File: src/rtl/router_out_arbiter.sv
// Per-output-port round-robin arbiter for the serial router: owns one output lane per packet,
// drives input back-pressure, and adds a packet watchdog plus a forced inter-packet gap.
module router_out_arbiter #(
  parameter int unsigned NUM_IN         = 16,
  parameter int unsigned MAX_PKT_CYCLES = 1024,
  parameter int unsigned GAP_CYCLES     = 1
) (
  input  logic                      clock,
  input  logic                      reset,
  input  logic [NUM_IN-1:0]         req,
  input  logic                      pkt_done,
  output logic [NUM_IN-1:0]         grant,
  output logic [$clog2(NUM_IN)-1:0] grant_id,
  output logic                      grant_valid,
  output logic [NUM_IN-1:0]         busy_n,
  output logic                      timeout_err,
  output logic [15:0]               pkt_count
);

  localparam int unsigned IdW  = $clog2(NUM_IN);
  localparam int unsigned WdW  = $clog2(MAX_PKT_CYCLES + 1);
  localparam int unsigned GapW = $clog2(GAP_CYCLES + 1);

  typedef enum logic [1:0] {StIdle, StActive, StGap} state_e;

  state_e            state_q, state_d;
  logic [IdW-1:0]    grant_id_q, grant_id_d;
  logic              grant_valid_q, grant_valid_d;
  logic [IdW-1:0]    last_winner_q, last_winner_d;
  logic [WdW-1:0]    wd_cnt_q, wd_cnt_d;
  logic [GapW-1:0]   gap_cnt_q, gap_cnt_d;
  logic [15:0]       pkt_count_q, pkt_count_d;
  logic              timeout_q, timeout_d;

  logic              win_found;
  logic [IdW-1:0]    win_id;
  int unsigned       idx;
  logic              take_grant;
  logic              end_pkt;

  // Round-robin search starting just above the previous winner.
  always_comb begin
    win_found = 1'b0;
    win_id    = '0;
    idx       = 0;
    for (int unsigned k = 1; k <= NUM_IN; k++) begin
      idx = (int'(last_winner_q) + k) % NUM_IN;
      if (!win_found && req[idx]) begin
        win_found = 1'b1;
        win_id    = IdW'(idx);
      end
    end
  end

  always_comb begin
    state_d       = state_q;
    grant_id_d    = grant_id_q;
    grant_valid_d = grant_valid_q;
    last_winner_d = last_winner_q;
    wd_cnt_d      = wd_cnt_q;
    gap_cnt_d     = gap_cnt_q;
    pkt_count_d   = pkt_count_q;
    timeout_d     = 1'b0;
    take_grant    = 1'b0;
    end_pkt       = 1'b0;

    unique case (state_q)
      StIdle: begin
        take_grant = win_found;
      end
      StActive: begin
        if (pkt_done) begin
          pkt_count_d = pkt_count_q + 16'd1;
          end_pkt     = 1'b1;
        end else if (!req[grant_id_q]) begin
          end_pkt = 1'b1;
        end else if (wd_cnt_q == WdW'(MAX_PKT_CYCLES - 1)) begin
          timeout_d = 1'b1;
          end_pkt   = 1'b1;
        end else begin
          wd_cnt_d = wd_cnt_q + WdW'(1);
        end
      end
      StGap: begin
        // The last gap clock arbitrates directly so the lane idles exactly GAP_CYCLES clocks.
        if (gap_cnt_q == GapW'(GAP_CYCLES - 1)) begin
          if (win_found) begin
            take_grant = 1'b1;
          end else begin
            state_d = StIdle;
          end
        end else begin
          gap_cnt_d = gap_cnt_q + GapW'(1);
        end
      end
      default: state_d = StIdle;
    endcase

    if (end_pkt) begin
      state_d       = StGap;
      grant_valid_d = 1'b0;
      grant_id_d    = '0;
      gap_cnt_d     = '0;
    end

    if (take_grant) begin
      state_d       = StActive;
      grant_valid_d = 1'b1;
      grant_id_d    = win_id;
      last_winner_d = win_id;
      wd_cnt_d      = '0;
    end
  end

  always_ff @(posedge clock) begin
    if (reset) begin
      state_q       <= StIdle;
      grant_id_q    <= '0;
      grant_valid_q <= 1'b0;
      last_winner_q <= IdW'(NUM_IN - 1);
      wd_cnt_q      <= '0;
      gap_cnt_q     <= '0;
      pkt_count_q   <= '0;
      timeout_q     <= 1'b0;
    end else begin
      state_q       <= state_d;
      grant_id_q    <= grant_id_d;
      grant_valid_q <= grant_valid_d;
      last_winner_q <= last_winner_d;
      wd_cnt_q      <= wd_cnt_d;
      gap_cnt_q     <= gap_cnt_d;
      pkt_count_q   <= pkt_count_d;
      timeout_q     <= timeout_d;
    end
  end

  always_comb begin
    grant = '0;
    if (grant_valid_q) begin
      grant[grant_id_q] = 1'b1;
    end
  end

  // The current owner never sees back-pressure; idle lanes push back on nobody.
  always_comb begin
    busy_n = '1;
    for (int unsigned i = 0; i < NUM_IN; i++) begin
      if (state_q != StIdle && req[i] &&
          !(state_q == StActive && grant_id_q == IdW'(i))) begin
        busy_n[i] = 1'b0;
      end
    end
  end

  assign grant_id    = grant_id_q;
  assign grant_valid = grant_valid_q;
  assign timeout_err = timeout_q;
  assign pkt_count   = pkt_count_q;

endmodule
File: config.mk
export PLATFORM = sky130hd
export DESIGN_NAME = router_out_arbiter
export DESIGN_NICKNAME = d
export VERILOG_FILES = /design/src/rtl/router_out_arbiter.sv
export SDC_FILE = /design/constraint.sdc
export NUM_CORES = 1
export LEC_CHECK = 0
export CAP_MARGIN = 20
export CORE_MARGIN = 3
export CORE_UTILIZATION = 50
export DETAILED_ROUTE_END_ITERATION = 16
export PLACE_DENSITY = 0.85
export SLEW_MARGIN = 20
export SYNTH_ARGS = -nofsm -noshare
export SYNTH_HDL_FRONTEND = slang
export SYNTH_SLANG_ARGS = --single-unit
File: constraint.sdc
create_clock -name clock -period 7.3 [get_ports clock]
set_input_delay 2.19 -clock clock [delete_from_list [all_inputs] [get_ports clock]]
set_output_delay 2.19 -clock clock [all_outputs]
set_load 0.02 [all_outputs]
==> flow_summary.toml <==
[setup_path]
slowest_delay_ps = 690
slowest_stage = "clkdlybuf4s50_1"
crit_path_max_fanout = 9
arrival_ps = 3600
end_kind = "output pin"
path_cells = "clkdlybuf4s50_1, o21ai_0, clkdlybuf4s50_1"
path_class = "primary input to output pin"
critical_path.most_common_cell = "clkdlybuf4s50_1"
critical_path_required_ps = 5110
crit_buf_inv = 2
crit_family = "buffers and inverters"
cp-start-kind = "primary input"

[logic_synthesis]
synth-simple-area-share_pct = 20.3
synth-adder-area-share_pct = 2.78
ys_seq_area_share_pct = 17.3
ys.flop_type = "dfxtp_1"
ys_ff_latch = 39
syn_nets = 557
synthDistinctLibCells = 69
synth_edf_count = 0
synth-xor-area-share_pct = 5.83
synth.area.mux_share_pct = 31.2
synth_cells = 528
syn_area_sq_mm = 0.00450
synth-compound-area-share_pct = 16.9
synth_top_family_by_area = "multiplexers"
synthArstFlopShare_pct = 0
yosysWarnings = 0
synth_area_per_cell_sq_um = 8.53

[placement]
hpwlAfterDp_um = 9640
gp_congestion = 0.980
placed_area_sq_mm = 0.00520
io_buffer_count = 72

[floorplan]
fp.dieW_um = 101
rows = 33
initial_core_util_pct = 53.2
die_area_sq_mm = 0.0102
die_h_um = 101
core_sq_mm = 0.00846
num_io_pins = 73

[global_route]
track_usage_pct = 26.0
grt_pass1_vias = 4320
grt_start_max_net_pins = 28
grt_antenna_before_repair = 0
grt_pass1_wl_um = 21500
grt_overflow_total = 0

[route]
vias = 4562
wl_per_cell_um = 19.3
first_pass_iters = 5
drc = 0
drt_iter0_drc = 331
drt_wl_total_um = 13200
drt.antenna.violating_nets = 0
viasPerCell = 6.67

[clock_network]
tritoncts = "built"
postCtsSetupBuffers = 0
clk_latency_ps = 300
clock_path_buffers = 2
cts_hold_buffers = 0
cts-resized-gates = 0
cts_root_buf = "clkbuf_8"
clock-sinks = 39
path_clk_slew_ps = 80
cts_max_level = 2
cts_buffers = 5

[sta]
slew_violations = 0
hold_violations = 0
final-setup-viol-count = 0
max-slew-margin-rel_pct = 34.8
fin_crit_sh_pct = 79.3
final.setup_skew_ps = 9.08
min_period_ps = 5790
fmax_mhz = 173
setup_tns_ps = 0
rsz0062_at_grt = "false"
tightest_slew_ps = 975

[job]
drv_cap = 0

[pwr]
leakagePower_nw = 1.91
peakVddDrop_uv = 221
p_per_area_mw_per_mm2 = 463

[final_layout]
fin_area_sq_mm = 0.00532
nets = 607
diodes = 0
syn2layout_area_growth_pct = 18.1
drive_gt1_share_pct = 12.1

[outcome]
status = "completed"

[hold_path]
hp-class = "flop to flop"
[layout by cell type, fill, tap and decap left out, drive strengths merged, types with 4 or more instances in the layout]
master         instances
nor2                  68
nand4                  6
nor3b                  4
clkdlybuf4s50         72
ha                    10
or3                    5
clkbuf                 5
buf                    5
dfxtp                 39
nor3                   8
o22ai                  4
mux2                  22
a31oi                 13
nand3                 15
nor2b                  9
nand2                 37
a21oi                 31
xor2                  15
inv                   17
xnor2                 15
mux4                  32
nand2b                 4
o21ai                 38
o211ai                 8
mux2i                 39
or2                    4
a211oi                 5
[synthesized netlist by cell type (all sizes together) (4+ instances only)]
master | number | area share (%)
a211oi | 5 | 0.83
a21oi | 31 | 3.4
a31oi | 13 | 1.8
buf | 15 | 2.6
clkbuf | 19 | 1.6
dfxtp | 39 | 17
ha | 10 | 2.8
inv | 17 | 1.4
mux2 | 22 | 5.7
mux2i | 39 | 8.7
mux4 | 32 | 17
nand2 | 37 | 3.1
nand2b | 4 | 0.56
nand3 | 15 | 1.7
nand4 | 6 | 0.83
nor2 | 68 | 6.2
nor2b | 9 | 1.3
nor3 | 8 | 0.89
nor3b | 4 | 0.78
o211ai | 8 | 1.3
o21ai | 38 | 4.2
o22ai | 4 | 0.56
or2 | 4 | 0.56
or3 | 5 | 0.69
xnor2 | 15 | 2.9
xor2 | 15 | 2.9
[per-layer routing]
| layer | vias up | part of all wire [%] | track usage [%] |
|---|---|---|---|
| met5 | - | 0 | 0 |
| met4 | 0 | 1.3 | 6.85 |
| met3 | 17 | 9.0 | 3.81 |
| met2 | 260 | 46 | 41.5 |
| met1 | 2198 | 43 | 37.0 |
| li1 | 2087 | - | - |
[registers in the layout (all words and copies together), names as in the netlist]
name / cells
timeout_err: 1
grant_id: 4
grant_valid: 1
wd_cnt_q: 11
pkt_count: 16
state_q: 2
last_winner_q: 4
[report_power, final]
part           total [mW]  internal, mW  switching [mW]  leakage, nW
registers           0.285         0.232          0.0527        0.317
clock network       0.178         0.102          0.0764       0.0581
logic                2.00         0.832            1.17         1.53
total                2.46          1.17            1.30         1.91
[worst reg2reg max path, stage by stage (launching register included)]
cell,delay [ps]
dfxtp_1,320
buf_4,330
inv_1,300
ha_1,920
mux2_1,420
mux4_2,520
mux2i_1,500
or4b_1,550
nor4_2,290
a21oi_1,210
or2_1,470
a21oi_1,220
[cells by family after synthesis]
group / Yosys count
simple gates: 181
compound gates: 124
mux: 93
buf+inv: 51
flops: 39
xor+xnor: 30
fa+ha+maj: 10
[path summary, 6_finish.rpt]
kind	endpoint	slack [ps]	depth (start not counted)	startpoint
hold reg to reg	timeout_err$_SDFF_PP0_	480	1	wd_cnt_q[10]$_SDFFE_PP0P_
setup / recovery	busy_n[8]	1510	3	req[8]
setup reg to reg	wd_cnt_q[1]$_SDFFE_PP0P_	2190	11	last_winner_q[1]$_SDFFE_PP1P_
hold / removal	timeout_err$_SDFF_PP0_	480	1	wd_cnt_q[10]$_SDFFE_PP0P_
[per-stage QoR]
stage / util (%) / power [mW] / setup slack (ps) / std cells / hold WS [ps]
floorplan: - / 1.79 / 2370 / 528 / 415
global placement: 61.5 / 2.18 / 1460 / 676 / 439
detailed placement: 61.5 / 2.22 / 1350 / 676 / 451
CTS: 62.8 / 2.41 / 1490 / 684 / 456
global route: 62.8 / 2.62 / 1430 / 684 / 478
finish: 62.8 / 2.46 / 1510 / 684 / 479
[layout make-up]
cell class	instances	area (sq um)
multi-input combinational	438	3470
fill	667	3150
sequential	39	781
timing repair buffer	77	758
tap	105	131
clock buffer	5	68.8
inverter	17	63.8
clock inverter	3	43.8
Note: power is estimated with default switching activity, not from simulation.
